**config.mk**
```make
export PLATFORM = sky130hd
export DESIGN_NAME = add_seq16_flat
export DESIGN_NICKNAME = d
export VERILOG_FILES = /design/src/rtl/add_seq16_if.sv /design/src/rtl/add_seq16.sv /design/src/flat_wrapper.sv
export SDC_FILE = /design/constraint.sdc
export NUM_CORES = 1
export LEC_CHECK = 0
export CELL_PAD_IN_SITES_DETAIL_PLACEMENT = 0
export CELL_PAD_IN_SITES_GLOBAL_PLACEMENT = 1
export CORE_MARGIN = 2
export CORE_UTILIZATION = 39
export CTS_CLUSTER_DIAMETER = 200
export DETAILED_ROUTE_END_ITERATION = 16
export PLACE_DENSITY = 0.89
export RECOVER_POWER = 50
export SETUP_SLACK_MARGIN = 0.2
export SKIP_LAST_GASP = 1
export SLEW_MARGIN = 10
export SYNTH_ARGS = -nofsm -noshare
export SYNTH_HDL_FRONTEND = slang
export SYNTH_SLANG_ARGS = --single-unit
```
**constraint.sdc**
```tcl
create_clock -name clk -period 6.3 [get_ports clk]
set_input_delay 1.26 -clock clk [delete_from_list [all_inputs] [get_ports clk]]
set_output_delay 1.26 -clock clk [all_outputs]
set_load 0.05 [all_outputs]
```
**src/rtl/add_seq16_if.sv**
```systemverilog
// Operand/result stream bundle for add_seq16, including the full-result flags.
// The sub signal exists only when ADD_SEQ_SUB_EN is defined.
interface add_seq16_if;
   logic        in_valid;
   logic        in_ready;
   logic [15:0] in_a;
   logic [15:0] in_b;
   logic        out_valid;
   logic        out_ready;
   logic [15:0] out_sum;
   logic        out_last;
   logic        flags_valid;
   logic        sign;
   logic        zero;
   logic        carry;
   logic        parity;
   logic        overflow;
`ifdef ADD_SEQ_SUB_EN
   logic        sub;
`endif

   modport master (
      output in_valid, in_a, in_b, out_ready,
`ifdef ADD_SEQ_SUB_EN
      output sub,
`endif
      input  in_ready, out_valid, out_sum, out_last,
      input  flags_valid, sign, zero, carry, parity, overflow
   );

   modport slave (
      input  in_valid, in_a, in_b, out_ready,
`ifdef ADD_SEQ_SUB_EN
      input  sub,
`endif
      output in_ready, out_valid, out_sum, out_last,
      output flags_valid, sign, zero, carry, parity, overflow
   );
endinterface

```
**src/rtl/add_seq16.sv**
```systemverilog
// Multi-precision add sequencer: WORDS x 16-bit operands, LS word first, carry chained.
// Define ADD_SEQ_SUB_EN to add the sub input (A - B via inverted B and carry-in 1).
module add_seq16 #(
   parameter int unsigned WORDS = 4
) (
   input  logic        clk,
   input  logic        rst,
   add_seq16_if.slave  bus
);
   localparam int unsigned IDX_W = $clog2(WORDS);
   localparam logic [IDX_W-1:0] IDX_LAST = IDX_W'(WORDS - 1);

   typedef enum logic {IDLE, RUN} state_t;

   state_t           state_q, state_d;
   logic [IDX_W-1:0] idx_q, idx_d;
   logic             cy_q, cy_d;
   logic             zacc_q, zacc_d;
   logic             pacc_q, pacc_d;
   logic             out_valid_q, out_valid_d;
   logic [15:0]      out_sum_q, out_sum_d;
   logic             out_last_q, out_last_d;
   logic             fv_q, fv_d;
   logic             sign_q, sign_d;
   logic             zero_q, zero_d;
   logic             carry_q, carry_d;
   logic             parity_q, parity_d;
   logic             ovf_q, ovf_d;
`ifdef ADD_SEQ_SUB_EN
   logic             sub_q, sub_d;
`endif

   logic        accept;
   logic        first;
   logic        last;
   logic        sub_eff;
   logic        cin;
   logic [15:0] b_eff;
   logic [16:0] sum;
   logic        s_zero;
   logic        s_par;

   assign bus.in_ready = ~out_valid_q | bus.out_ready;
   assign accept       = bus.in_valid & bus.in_ready;
   assign first        = (state_q == IDLE);
   assign last         = (idx_q == IDX_LAST);

   // Effective operand B and carry-in for the current word
   always_comb begin
      sub_eff = 1'b0;
`ifdef ADD_SEQ_SUB_EN
      sub_eff = first ? bus.sub : sub_q;
`endif
      b_eff  = sub_eff ? ~bus.in_b : bus.in_b;
      cin    = first ? sub_eff : cy_q;
      sum    = 17'(bus.in_a) + 17'(b_eff) + 17'(cin);
      s_zero = (sum[15:0] == 16'h0000);
      s_par  = ^sum[15:0];
   end

   // Next-state and registered-output logic
   always_comb begin
      state_d     = state_q;
      idx_d       = idx_q;
      cy_d        = cy_q;
      zacc_d      = zacc_q;
      pacc_d      = pacc_q;
      out_valid_d = out_valid_q;
      out_sum_d   = out_sum_q;
      out_last_d  = out_last_q;
      fv_d        = fv_q;
      sign_d      = sign_q;
      zero_d      = zero_q;
      carry_d     = carry_q;
      parity_d    = parity_q;
      ovf_d       = ovf_q;
`ifdef ADD_SEQ_SUB_EN
      sub_d       = sub_q;
`endif
      if (accept) begin
         out_valid_d = 1'b1;
         out_sum_d   = sum[15:0];
         out_last_d  = last;
         cy_d        = sum[16];
         zacc_d      = first ? s_zero : (zacc_q & s_zero);
         pacc_d      = first ? s_par : (pacc_q ^ s_par);
`ifdef ADD_SEQ_SUB_EN
         sub_d       = sub_eff;
`endif
         if (first) begin
            fv_d = 1'b0;
         end
         if (last) begin
            state_d  = IDLE;
            idx_d    = '0;
            fv_d     = 1'b1;
            sign_d   = sum[15];
            zero_d   = zacc_d;
            parity_d = ~pacc_d;
            carry_d  = sum[16];
            ovf_d    = (bus.in_a[15] & b_eff[15] & ~sum[15]) |
                       (~bus.in_a[15] & ~b_eff[15] & sum[15]);
         end else begin
            state_d = RUN;
            idx_d   = idx_q + IDX_W'(1);
         end
      end else if (bus.out_ready) begin
         out_valid_d = 1'b0;
      end
   end

   always_ff @(posedge clk or posedge rst) begin
      if (rst) begin
         state_q     <= IDLE;
         idx_q       <= '0;
         cy_q        <= 1'b0;
         zacc_q      <= 1'b0;
         pacc_q      <= 1'b0;
         out_valid_q <= 1'b0;
         out_sum_q   <= '0;
         out_last_q  <= 1'b0;
         fv_q        <= 1'b0;
         sign_q      <= 1'b0;
         zero_q      <= 1'b0;
         carry_q     <= 1'b0;
         parity_q    <= 1'b0;
         ovf_q       <= 1'b0;
`ifdef ADD_SEQ_SUB_EN
         sub_q       <= 1'b0;
`endif
      end else begin
         state_q     <= state_d;
         idx_q       <= idx_d;
         cy_q        <= cy_d;
         zacc_q      <= zacc_d;
         pacc_q      <= pacc_d;
         out_valid_q <= out_valid_d;
         out_sum_q   <= out_sum_d;
         out_last_q  <= out_last_d;
         fv_q        <= fv_d;
         sign_q      <= sign_d;
         zero_q      <= zero_d;
         carry_q     <= carry_d;
         parity_q    <= parity_d;
         ovf_q       <= ovf_d;
`ifdef ADD_SEQ_SUB_EN
         sub_q       <= sub_d;
`endif
      end
   end

   assign bus.out_valid   = out_valid_q;
   assign bus.out_sum     = out_sum_q;
   assign bus.out_last    = out_last_q;
   assign bus.flags_valid = fv_q;
   assign bus.sign        = sign_q;
   assign bus.zero        = zero_q;
   assign bus.carry       = carry_q;
   assign bus.parity      = parity_q;
   assign bus.overflow    = ovf_q;
endmodule

```
**src/flat_wrapper.sv**
```systemverilog
// flat-port wrapper written by rule: the top's interface ports become plain ports
module add_seq16_flat 
#(
   parameter int unsigned WORDS = 4
)
  (clk, rst, bus_in_valid, bus_in_a, bus_in_b, bus_out_ready, bus_in_ready, bus_out_valid, bus_out_sum, bus_out_last, bus_flags_valid, bus_sign, bus_zero, bus_carry, bus_parity, bus_overflow);
  add_seq16_if bus_i ();
  input  logic clk;
  input  logic rst;
  input wire logic [$bits(bus_i.in_valid)-1:0] bus_in_valid;
  input wire logic [$bits(bus_i.in_a)-1:0] bus_in_a;
  input wire logic [$bits(bus_i.in_b)-1:0] bus_in_b;
  input wire logic [$bits(bus_i.out_ready)-1:0] bus_out_ready;
  output wire logic [$bits(bus_i.in_ready)-1:0] bus_in_ready;
  output wire logic [$bits(bus_i.out_valid)-1:0] bus_out_valid;
  output wire logic [$bits(bus_i.out_sum)-1:0] bus_out_sum;
  output wire logic [$bits(bus_i.out_last)-1:0] bus_out_last;
  output wire logic [$bits(bus_i.flags_valid)-1:0] bus_flags_valid;
  output wire logic [$bits(bus_i.sign)-1:0] bus_sign;
  output wire logic [$bits(bus_i.zero)-1:0] bus_zero;
  output wire logic [$bits(bus_i.carry)-1:0] bus_carry;
  output wire logic [$bits(bus_i.parity)-1:0] bus_parity;
  output wire logic [$bits(bus_i.overflow)-1:0] bus_overflow;
  assign bus_i.in_valid = bus_in_valid;
  assign bus_i.in_a = bus_in_a;
  assign bus_i.in_b = bus_in_b;
  assign bus_i.out_ready = bus_out_ready;
  assign bus_in_ready = bus_i.in_ready;
  assign bus_out_valid = bus_i.out_valid;
  assign bus_out_sum = bus_i.out_sum;
  assign bus_out_last = bus_i.out_last;
  assign bus_flags_valid = bus_i.flags_valid;
  assign bus_sign = bus_i.sign;
  assign bus_zero = bus_i.zero;
  assign bus_carry = bus_i.carry;
  assign bus_parity = bus_i.parity;
  assign bus_overflow = bus_i.overflow;
  add_seq16 #(.WORDS(WORDS)) u_core (.clk(clk), .rst(rst), .bus(bus_i));
endmodule
```
==> impl_metrics.json <==
{
  "drc_errors": 0,
  "io-pin-count": 61,
  "cp-startpoint": "bus_in_b[0]",
  "port_buffers": 60,
  "synth-edff-count": 0,
  "hold_buffers": 0,
  "cts_buffer_depth": 2,
  "path_delay_family": "adder cells",
  "power.leakage_uw": 0.00134,
  "syn_inst": 251,
  "synth_ff_type": "dfrtp_1",
  "critical_path.max_fanout": 4,
  "r2r-end": "u_core.bus.parity$_DFFE_PP0P_",
  "fp.coreArea_um2": 5540,
  "path_clk_slew_ns": 0.06,
  "die_area_um2": 6400,
  "numPlacedInstances": 374,
  "rsz0062_at_grt": "false",
  "globalplace.congestion": 0.825,
  "grt_max_degree": 40,
  "synth_nets": 314,
  "cts_setup_buffers": 0,
  "first_iter_violations": 53,
  "p_per_area_nw_per_um2": 334,
  "routed_wl_mm": 5.10,
  "finalSetupTns_ns": 0,
  "violations": "capacitance limit, slew limit",
  "r2r_cells": 15,
  "maxClockFrequency_mhz": 214,
  "avgRoutedWirePerCell_um": 13.4,
  "start_util": 0.406,
  "grt-ovfl-total": 0,
  "finalClockSkew_ns": 0.00489,
  "ys_async_sr_fraction": 1.00,
  "grt_pass1_vias": 1850,
  "cp_num_cells": 16,
  "critPathSlowestCell": "clkdlybuf4s50_1",
  "ir_drop_mv": 0.178,
  "row_count": 27,
  "start_kind": "input pin",
  "cp_data_required_time_ns": 6.45,
  "avgSynthCellArea_um2": 8.97,
  "whs_ns": 0.474,
  "totalPowerFinal_uw": 998,
  "fin_crit_sh": 0.740,
  "dieWidth_um": 80.0,
  "outcome": "complete, but fails checks",
  "fin_cells": 382,
  "vias": 1952,
  "h-tree-depth": 2,
  "drv_slew": 31,
  "end_kind": "register",
  "max_slew_margin": -0.0849,
  "cts.sinks": 30,
  "yosysWarningCount": 0,
  "period_needed_ns": 4.66,
  "drive_above_1_share": 0.0613,
  "critical_path_arrival_ns": 4.81,
  "cp_common_cell": "xnor2_1",
  "setup_viol": 0,
  "crit_end": "u_core.bus.parity$_DFFE_PP0P_",
  "path_cells": "clkdlybuf4s50_1 -> inv_1 -> fa_1 -> fa_1 -> nor2b_1 -> o2111ai_2 -> a21boi_2 -> o31a_1 -> nor3_1 -> or2_1 -> ha_1 -> xor2_1 -> xnor2_1 -> xnor2_1 -> xnor2_1 -> o21ai_0",
  "path_buf_inv": 2,
  "cap_violations": 1,
  "cts_root_buffer": "clkbuf_8",
  "hpwl_mm": 4.09,
  "slowest_delay_ns": 0.46,
  "grt_pass1_wl_mm": 8.65,
  "diodes": 0,
  "fin_nets": 372,
  "numCtsBuffers": 5,
  "finalHoldViolations": 0,
  "grt_usage": 0.169,
  "yosysSeqAreaShare": 0.334,
  "synth_area_um2": 2250,
  "reg2reg_from": "u_core.state_q$_DFFE_PP0P_",
  "clock_latency_ns": 0.28,
  "ctsResizeCount": 0,
  "antenna_found_initial": 0,
  "critPathKind": "input pin to register",
  "ys_ff_latch": 30,
  "cts_tree": "built",
  "postRouteAntennaNets": 0,
  "drtPass1Iterations": 4,
  "ys_types": 46,
  "largest_reg_flops": 16,
  "holdCritPathClass": "register to register",
  "syn2layout_area_growth_pct": 32.6,
  "vias_per_cell": 5.11,
  "worst_slew_pin_slew_ns": 1.63,
  "die_h_um": 80.0,
  "regToRegSetupSlack_ns": 2.66
}
-- through the flow --
stage	util	setup WS (ns)	area (µm²)
final	0.539	1.64	2990
after global routing	0.539	1.45	2990
after CTS	0.540	1.65	2990
after detailed placement	0.523	1.37	2900
after global placement	0.523	1.48	2900
after floorplan	-	2.10	2250
-- layout make-up --
type,count,area [µm²]
flip-flops and latches,30,751
clock inverters,2,12.5
inverters,9,33.8
fillers,547,2550
repair buffers,62,608
multi-input cells,201,1410
clock buffers,6,82.6
well taps,72,90.1
-- cell usage after synthesis, types with 2 or more instances --
cell type   n  area share
xor2_1      7       0.027
o21ai_1     3      0.0067
o21a_1      5       0.017
o211ai_1    3       0.010
dfrtp_1    30        0.33
clkbuf_1    5      0.0083
nand4_1     4       0.011
a21oi_1    12       0.027
o31ai_1     3       0.010
a21oi_2     2      0.0078
a31oi_1     2      0.0056
o21ai_0    19       0.042
fa_1        2       0.018
and3_1      2      0.0056
o21bai_1    4       0.013
nand2b_1    6       0.017
nor3_1      5       0.011
nand2_1    44       0.073
a21o_1      7       0.023
buf_1       2      0.0033
nor3b_1     2      0.0067
inv_1       9       0.015
xnor2_1    13       0.051
or2_2       2      0.0056
ha_1       25        0.14
nor2b_1     2      0.0056
nand3_1     2      0.0044
clkbuf_2    2      0.0044
buf_6       2       0.010
nor2_1      9       0.015
-- layout by cell type (no fill, tap or decap), drive strengths merged, types with 7 or more instances in the layout --
cell type	instances
a21oi	14
clkbuf	8
nand2	44
o21ai	22
ha	25
clkdlybuf4s50	51
dlygate4sd3	9
dfrtp	30
xor2	7
a21o	7
inv	9
nor2	9
xnor2	13
-- where the power goes --
| group | switching [µW] | leakage (µW) | internal (µW) |
|---|---|---|---|
| clock network | 74.0 | 0.0000472 | 87.6 |
| logic | 335 | 0.000922 | 226 |
| registers | 29.6 | 0.000369 | 246 |
-- metal layers --
layer | track usage | wire length (µm)
met1 | 0.234 | 2440
met4 | 0.0407 | 46
met3 | 0.0260 | 163
met2 | 0.276 | 2450
met5 | 0 | 0
-- worst min path at each step --
stage                                    startpoint                         endpoint  slack, ns  cells past startpoint
global route            u_core.idx_q[1]$_DFFE_PP0P_      u_core.idx_q[1]$_DFFE_PP0P_       0.50                      2
global placement    u_core.bus.out_last$_DFFE_PP0P_  u_core.bus.out_last$_DFFE_PP0P_       0.46                      2
detailed placement        u_core.pacc_q$_DFFE_PP0P_        u_core.pacc_q$_DFFE_PP0P_       0.47                      2
CTS                 u_core.bus.out_last$_DFFE_PP0P_  u_core.bus.out_last$_DFFE_PP0P_       0.48                      2
floorplan                 u_core.pacc_q$_DFFE_PP0P_        u_core.pacc_q$_DFFE_PP0P_       0.45                      2
finish              u_core.bus.out_last$_DFFE_PP0P_  u_core.bus.out_last$_DFFE_PP0P_       0.47                      2
-- logic make-up (layout without fill, tap and decap cells) --
kind of cell               count (synthesis)  in the layout  share of synthesized area
xor gates and xnor gates                  20             20                     0.0778
buffers and inverters                     20             79                     0.0411
DFF                                       30             30                      0.334
AOI/OAI and AO/OA                         71             71                      0.218
and+or+nand+nor                           82             82                      0.168
adders and majority gates                 27             27                      0.157
muxes                                      1              1                    0.00500
-- worst min-delay path, stage by stage (launching register included) --
cell     delay [ns]
dfrtp_1        0.34
nand2_1        0.05
nand2_1        0.05
(Power assumes the default switching activity.)
